`config.mk`:
```
export PLATFORM = sky130hd
export DESIGN_NAME = mt_seed_loader
export DESIGN_NICKNAME = d
export VERILOG_FILES = /design/src/rtl/mt_pkg.sv /design/src/rtl/mt_seed_step.sv /design/src/rtl/mt_seed_loader.sv
export SDC_FILE = /design/constraint.sdc
export NUM_CORES = 1
export LEC_CHECK = 0
export BUFFER_PORTS_ARGS = -buffer_cell sky130_fd_sc_hd__buf_2
export CORE_MARGIN = 3
export CORE_UTILIZATION = 51
export CTS_CLUSTER_SIZE = 10
export DETAILED_ROUTE_END_ITERATION = 10
export GPL_ROUTABILITY_DRIVEN = 0
export PLACE_DENSITY = 0.69
export SLEW_MARGIN = 20
export SYNTH_ARGS = -nofsm -noshare
export SYNTH_HDL_FRONTEND = slang
export SYNTH_SLANG_ARGS = --single-unit
```
`constraint.sdc`:
```
create_clock -name clk -period 20.4 [get_ports clk]
set_input_delay 1.02 -clock clk [delete_from_list [all_inputs] [get_ports clk]]
set_output_delay 1.02 -clock clk [all_outputs]
set_load 0.01 [all_outputs]
```
`src/rtl/mt_pkg.sv`:
```
`default_nettype none
// ============================================================================
// Module      : mt_pkg
// Description : Shared MT19937 constants and types for the seed loader and
//               the mersenne_twister core.
// Revision    : 1.0  initial release
// ============================================================================
package mt_pkg;

    localparam int unsigned W     = 32;
    localparam int unsigned N     = 624;
    localparam int unsigned SHIFT = 30;
    localparam int unsigned IDX_W = $clog2(N);

    typedef logic [W-1:0]     word_t;
    typedef logic [IDX_W-1:0] idx_t;

    localparam word_t F        = 32'h6C07_8965;
    localparam idx_t  LAST_IDX = idx_t'(N - 1);

    typedef enum logic [1:0] {
        ST_IDLE = 2'd0,
        ST_EMIT = 2'd1,
        ST_DONE = 2'd2
    } state_t;

endpackage : mt_pkg
`default_nettype wire

```
`src/rtl/mt_seed_step.sv`:
```
`default_nettype none
// ============================================================================
// Module      : mt_seed_step
// Description : One step of the init_genrand recurrence:
//               next = (F * (prev ^ (prev >> SHIFT)) + idx) mod 2^W
// Revision    : 1.0  initial release
// ============================================================================
module mt_seed_step
    import mt_pkg::*;
(
    input  word_t prev_i,
    input  idx_t  idx_i,
    output word_t next_o
);

    word_t w_mix;

    // Product lands in a W-bit context so it truncates before the index add.
    assign w_mix  = prev_i ^ (prev_i >> SHIFT);
    assign next_o = (F * w_mix) + word_t'(idx_i);

endmodule : mt_seed_step
`default_nettype wire

```
`src/rtl/mt_seed_loader.sv`:
```
`default_nettype none
// ============================================================================
// Module      : mt_seed_loader
// Description : Expands a 32-bit seed into the N MT19937 state words and
//               streams them in index order on the load_value/value port.
// Revision    : 1.0  initial release
// ============================================================================
module mt_seed_loader
    import mt_pkg::*;
(
    input  logic         clk,
    input  logic         n_rst,
    input  logic         start,
    input  logic [W-1:0] seed,
    input  logic         hold,
    output logic         load_value,
    output logic [W-1:0] value,
    output logic         busy,
    output logic         done
);

    state_t state_q, state_d;
    word_t  seed_q,  seed_d;
    logic   pend_q,  pend_d;
    logic   load_q,  load_d;
    word_t  value_q, value_d;
    logic   busy_q,  busy_d;
    logic   done_q,  done_d;
    idx_t   index_q, index_d;

    idx_t   index_inc;
    word_t  next_word;

    assign index_inc = idx_t'(index_q + idx_t'(1));

    // Next word is derived from the word currently on the output.
    mt_seed_step u_step (
        .prev_i (value_q),
        .idx_i  (index_inc),
        .next_o (next_word)
    );

    // Next-state and output decode; pend_q marks a captured seed awaiting
    // its first emission on the following edge.
    always_comb begin
        state_d = state_q;
        seed_d  = seed_q;
        pend_d  = pend_q;
        load_d  = 1'b0;
        value_d = value_q;
        busy_d  = busy_q;
        done_d  = 1'b0;
        index_d = index_q;
        case (state_q)
            ST_IDLE: begin
                if (pend_q) begin
                    value_d = seed_q;
                    load_d  = 1'b1;
                    busy_d  = 1'b1;
                    index_d = '0;
                    pend_d  = 1'b0;
                    state_d = ST_EMIT;
                end else if (start) begin
                    seed_d = seed;
                    pend_d = 1'b1;
                end
            end
            ST_EMIT: begin
                if (!hold) begin
                    if (index_q == LAST_IDX) begin
                        busy_d  = 1'b0;
                        done_d  = 1'b1;
                        state_d = ST_DONE;
                    end else begin
                        value_d = next_word;
                        index_d = index_inc;
                        load_d  = 1'b1;
                    end
                end
            end
            ST_DONE: begin
                state_d = ST_IDLE;
            end
            default: begin
                state_d = ST_IDLE;
            end
        endcase
    end

    // State register with synchronous active-low reset.
    always_ff @(posedge clk) begin
        if (!n_rst) begin
            state_q <= ST_IDLE;
            seed_q  <= '0;
            pend_q  <= 1'b0;
            load_q  <= 1'b0;
            value_q <= '0;
            busy_q  <= 1'b0;
            done_q  <= 1'b0;
            index_q <= '0;
        end else begin
            state_q <= state_d;
            seed_q  <= seed_d;
            pend_q  <= pend_d;
            load_q  <= load_d;
            value_q <= value_d;
            busy_q  <= busy_d;
            done_q  <= done_d;
            index_q <= index_d;
        end
    end

    assign load_value = load_q;
    assign value      = value_q;
    assign busy       = busy_q;
    assign done       = done_q;

endmodule : mt_seed_loader
`default_nettype wire

```
# Yosys cells after proc, flatten, opt, wreduce, memory -nomap -nowiden

Index checks and enable logic that the tools add are counted.

Register bits after elaboration: 80
Memories kept: 0
Logic and storage cells: 51
Bits in read-only memories: 0
Bits in latches: 0
Output and inout bits: 35
RAM bits: 0

Div/mod/pow operators: 0
Multiply operators: 1
Reductions and logical operators: 7
Add/subtract/negate cells: 2
Shifts and indexed selects: 0
Equality and inequality tests: 6
Multiplexer cells: 23
$lt $le $gt $ge: 0
Bitwise gates (word level): 4

Operators by type and width:

| cell                     | count |
|---|---|
| $mux W32                 | 3 |
| $pmux W32 S2             | 1 |
| $add A32 B10 Y32         | 1 |
| $mul A31 B32 Y32 const A | 1 |
| $xor A32 B2 Y32          | 1 |
| $mux W10                 | 3 |
| $pmux W10 S2             | 1 |
| $add A10 B1 Y10 const B  | 1 |
| $eq A10 B10 Y1 const B   | 1 |
| $mux W1                  | 9 |
| $ne A2 B2 Y1 const B     | 4 |
| $reduce_and A4 Y1        | 2 |
| $mux W2                  | 3 |
| $reduce_and A3 Y1        | 2 |
| $pmux W1 S2              | 2 |
| $pmux W2 S2              | 1 |
| $not A1 Y1               | 3 |
| $reduce_or A3 Y1         | 1 |
| $eq A2 B1 Y1 const B     | 1 |
| $logic_not A2 Y1         | 1 |
| $reduce_bool A2 Y1       | 1 |

# Logic depth before layout (Yosys ltp)

Word-level depth: 6
Depth in mapped cells: 27

# Hierarchy

A second synthesis with hierarchy kept.

Cells, all modules: 1250
Area, all modules: 12036.5 um^2

By module, submodules not included:

| module         | area an instance (um^2) | times used | seq. area each (um^2) | cells each |
|---|---|---|---|---|
| mt_seed_step   | 8266.7                  | 1          | 0.0                   | 827 |
| mt_seed_loader | 3769.9                  | 1          | 1601.5                | 423 |

# Worst setup path before layout

OpenSTA, ideal clock, no wires.

Kind: flip-flop to flip-flop
From: register value_q[31] (netlist: value[31])
To: register value_q[27] (netlist: value[27])
Data arrival time: 6478 ps
Data required time: 20341 ps
Setup slack: 13863 ps
Library setup time: 59 ps
Cell stages (with the launch flop): 28
Cell sequence: dfxtp_1 xor2_1 xor2_1 ha_1 or2_2 ha_1 inv_1 fa_1 inv_1 ha_1 fa_1 fa_1 fa_1 inv_1 fa_1 inv_1 ha_1 buf_2 a21oi_2 o21ai_0 a21oi_1 o21ai_0 a32oi_1 nand2b_1 a21o_1 xnor2_1 a311oi_1 a31o_1

Cells in the longest elaborated chain, start to end: 6

RTL lines:

| element                  | RTL line              | RTL |
|---|---|---|
| start: declaration       | mt_seed_loader.sv:26  | `word_t value_q, value_d;` |
| start signal: assignment | mt_seed_loader.sv:106 | `value_q <= value_d;` |
| $xor A32 B2 Y32          | mt_seed_step.sv:19    | `assign w_mix = prev_i ^ (prev_i >> SHIFT);` |
| $mul A31 B32 Y32         | mt_seed_step.sv:20    | `assign next_o = (F * w_mix) + word_t'(idx_i);` |
| $add A32 B10 Y32         | mt_seed_step.sv:20    |  |
| $mux W32                 | mt_seed_loader.sv:70  | `if (index_q == LAST_IDX) begin` |
| $mux W32                 | mt_seed_loader.sv:69  | `if (!hold) begin` |
| $pmux W32 S2             | mt_seed_loader.sv:54  | `case (state_q)` |

No other way between the ends. The select of a mux whose other input is x is not followed.
A chain may end at the register's enable or synchronous reset.

# Worst setup path after layout

From: register value_q[30] (netlist: value[30])
To: register value_q[27] (netlist: value[27])

The elaborated chain is that of the path after synthesis.

==> impl.org <==
** Power and ir drop
- For this design the static power due to leakage is 7.06 nW.
- For this design the ratio of total power to cell area is 89.8 nW/um^2.
- Overall power consumption after layout is estimated at 1.13 mW.
- Maximum vdd drop :: 0.0615 mV

** Critical path
- Top fanout value on the critical path :: 8
- STA puts the critical path data required time at 20700 ps.
- Among the stages of the critical path, the cell type that occurs most often is sky130_fd_sc_hd__fa_1.
- In this run the critical register-to-register path is launched from value[30].
- The worst setup path is launched from a register.
- Across all register-to-register paths, the minimum setup slack is 13360 ps.
- Data arrives at the worst endpoint at 7340 ps.
- STA classifies the critical path endpoint as a register.
- Together, buffers and inverters on the worst path number 5.
- The worst register-to-register path ends at value[27].
- The setup path with the least slack is of type reg -> reg.
- Critical path's slowest cell :: sky130_fd_sc_hd__fa_1
- The number of cells on the worst reg-to-reg path is 27.
- For this run, the slowest stage of the critical path takes 520 ps.
- Grouping stages by cell kind, the critical path spends the most delay in adder cells.

** Yosys
- The number of nets in the synthesized netlist is 1642.
- Largest area contributor in the synthesized netlist :: sky130_fd_sc_hd__fa_1
- Counting flops with a built-in enable in the synthesized netlist gives 0.
- The synthesized design devotes to its leading area cell type between 20% and 30% of total area.
- Syn Std Cell Area :: 11400 um^2
- For this run, the number of Yosys warnings is 0.
- Number of register bits inferred by synthesis :: 80
- Proportion of register bits with asynchronous set or reset after synthesis :: 0%
- Number of instances in the synthesized netlist :: 1215
- After synthesis, flip-flops and latches occupy 14.0% of the total area.
- Post-synth top flop :: sky130_fd_sc_hd__dfxtp_1
- Ranking of synthesized cells by area :: sky130_fd_sc_hd__fa_1 27%, sky130_fd_sc_hd__ha_1 26%, sky130_fd_sc_hd__dfxtp_1 14%, sky130_fd_sc_hd__inv_1 7.9%, sky130_fd_sc_hd__nand2_1 3.9%
- Unique masters post-synth :: 59
- Avg Inst Size Synth :: 9.42 um^2

** Placed design
- Placed Cells incl. Taps :: 1556
- After legalization and detailed placement, the total HPWL measured 23300 um.
- Prior to clock tree synthesis, the placed netlist has a worst setup slack of 13420 ps.
- Buffers added on ports :: 70
- In this run the cell area measured after placement is 12200 um^2.

** Layout
- Sequential Area :: between 1500 and 2000 um^2
- Once layout is complete, the utilization of the core stands at 57.2%.
- Fill cell instance count of the final layout :: 1937
- Cells with a size suffix above 1 make up 9.91% of the layout.
- The area growth from synthesis to layout is 9.67%.
- At the end of the flow, the number of nets in the layout was 1714.
- Post-layout instance area :: between 10000 and 15000 um^2
- 0 antenna diodes ended up in the layout.
- The multi-input combinational cells in the finished layout cover a total of roughly 8800 um^2.
- Final standard cell count with taps included and fillers excluded :: 1572

** CTS
- Clk_lat worst skew :: 350 ps
- Hold repair after CTS inserted 0 buffers.
- Post-CTS setup buffer count :: 0
- Max clock buf depth :: 2
- Number of gates resized after cts :: 0
- Clock-pin slew was measured on the worst setup and hold paths at 70 ps.
- CTS HTree Levels :: 3
- Counting the buffers created by CTS gives 9.
- CTS tree :: built
- Root buffer cell :: sky130_fd_sc_hd__clkbuf_16
- Number of sinks driven by the clock tree :: 80

** Drt
- Once detail routing completed, the nets flagged for antenna violations numbered 0.
- 1st-pass router iterations :: 5
- In the routed layout, each cell is associated on average with a via count of 5.50.
- For this block, the routed nets add up to ~29000 um of wire.
- DR vias :: 8644
- Count of unresolved DRC violations after routing :: 0
- 1st-iter DRT viols :: 513
- Routed WL per cell :: around 18 um

** Run status
- The run finished with clean final reports.

** Global route
- The total overflow left after global routing is 0.
- Pin count of the biggest net entering global routing :: 46
- Via count of the first global-routing pass :: around 8900
- GRT Util Overall :: ~25%
- First-pass GRT wire length :: 47400 um
- Initial antenna violation count :: 0

** STA
- For the pin with the worst max-slew slack, the measured transition is 948 ps.
- Clock skew on the completed layout was measured at 8.97 ps.
- Number of slew-limit violations in the final report :: 0
- Time the final worst path needs with I/O delays and setup :: 7040 ps
- Setup slack closes at 13360 ps.
- Number of failing setup endpoints in the final timing report :: 0
- Setup TNS :: 0 ps
- Post-Route Hold Slack :: 457 ps
- Hold Vio Cnt, Final :: 0
- Part of the cycle the worst path needs :: approximately 35%
- For this run, the top clock speed supported by timing is 0.142 GHz.
- Max_slew headroom :: 36.7%
- RSZ-0062 raised after global routing :: false

** Floorplanning
- 71 I/O pins were placed.
- Core Box Area :: 22000 um^2
- Number of cell rows :: 54
- The die covers 24300 um^2.
- Die outline width :: 156 um
- Once the floorplan was initialized, standard cells occupied a little over half of the core.
- Die extent in y :: 156 um

** Worst hold path
- The startpoint identified for the worst hold timing path is seed_q[2].
- Hold Path Stages :: 2
- End point of the worst hold path :: seed_q[2]
- The tightest min-delay check is of the reg -> reg type.

** Flow run
- The tool flagged a number of max-cap violations equal to 0.
-- worst register-to-register path, stage by stage (launching register included) --
cell	delay (ps)
sky130_fd_sc_hd__dfxtp_1	450
sky130_fd_sc_hd__xor2_1	180
sky130_fd_sc_hd__buf_4	240
sky130_fd_sc_hd__xor2_1	260
sky130_fd_sc_hd__ha_1	260
sky130_fd_sc_hd__or2_2	290
sky130_fd_sc_hd__ha_1	270
sky130_fd_sc_hd__inv_1	40
sky130_fd_sc_hd__fa_1	470
sky130_fd_sc_hd__inv_1	40
sky130_fd_sc_hd__ha_1	180
sky130_fd_sc_hd__fa_1	470
sky130_fd_sc_hd__fa_1	520
sky130_fd_sc_hd__fa_1	500
sky130_fd_sc_hd__inv_1	50
sky130_fd_sc_hd__fa_1	470
sky130_fd_sc_hd__inv_1	50
sky130_fd_sc_hd__ha_1	390
sky130_fd_sc_hd__a21oi_2	290
sky130_fd_sc_hd__o21ai_0	130
sky130_fd_sc_hd__a21oi_1	160
sky130_fd_sc_hd__o21ai_0	130
sky130_fd_sc_hd__a32oi_1	330
sky130_fd_sc_hd__nand2b_1	90
sky130_fd_sc_hd__a21o_1	190
sky130_fd_sc_hd__xnor2_1	120
sky130_fd_sc_hd__a311oi_1	300
sky130_fd_sc_hd__a31o_1	130
-- flip-flops by register name, summed over array words and instances (netlist names) --
signal      flops
value          32
pend_q          1
seed_q         32
busy            1
done            1
index_q        10
state_q         2
load_value      1
-- routing by layer --
layer / wire length [um] / up-vias / global-route usage, %
li1: - / 4117 / -
met1: 13000 / 4243 / 34.8
met2: 13700 / 234 / 40.9
met3: 1340 / 50 / 2.94
met4: 877 / 0 / 8.41
met5: 0 / - / 0
-- how the worst max path moves through the flow --
stage	slack [ps]	to	depth (start not counted)	startpoint
floorplan	13860	value[27]	27	value[31]
global placement	13590	value[27]	27	value[30]
detailed placement	13420	value[27]	27	value[30]
CTS	13380	value[27]	27	value[30]
global route	12970	value[31]	27	value[30]
finish	13360	value[27]	27	value[30]
-- where the power goes --
group	leakage (nW)	switching, mW	internal [mW]
Combinational	6.23	0.450	0.301
Sequential	0.652	0.0161	0.166
Clock	0.168	0.0718	0.121
-- layout make-up --
class	instances	share of cell area [%]
clock buffers	9	1.79
clock inverters	7	1.01
inverters	244	7.30
multi-input cells	861	70.3
flip-flops and latches	80	12.8
well taps	280	2.79
repair buffers	91	4.05
-- cell usage after synthesis (all sizes together) (7+ instances only) --
cell,number
a21o,14
a21oi,83
and3,8
buf,7
clkbuf,23
dfxtp,80
fa,153
ha,238
inv,243
nand2,120
nand3,10
nor2,39
nor3,10
o21ai,28
o221ai,17
xnor2,43
xor2,22
-- cells in the final DEF, fill, tap and decap left out, types with 14 or more instances in the layout --
cell                       netlist  layout
sky130_fd_sc_hd__fa_1          153     153
sky130_fd_sc_hd__inv_1         242     242
sky130_fd_sc_hd__a21o_1         14      14
sky130_fd_sc_hd__a21oi_1        80      80
sky130_fd_sc_hd__ha_1          238     238
sky130_fd_sc_hd__buf_2           6      70
sky130_fd_sc_hd__o21ai_0        22      22
sky130_fd_sc_hd__o221ai_1       17      17
sky130_fd_sc_hd__dfxtp_1        80      80
sky130_fd_sc_hd__nor2_1         37      36
sky130_fd_sc_hd__buf_4           0      21
sky130_fd_sc_hd__xnor2_1        43      43
sky130_fd_sc_hd__xor2_1         22      22
sky130_fd_sc_hd__nand2_1       120     120
-- logic make-up (layout without fill, tap and decap cells) --
logic type	count (synthesis)	after routing	share of synthesized area (%)
flops	80	80	14.0
fa+ha+maj	391	391	52.8
xor+xnor	65	65	4.97
compound gates	186	186	10.6
simple gates	219	219	8.57
buf+inv	274	351	9.05
(Power assumes the default switching activity.)
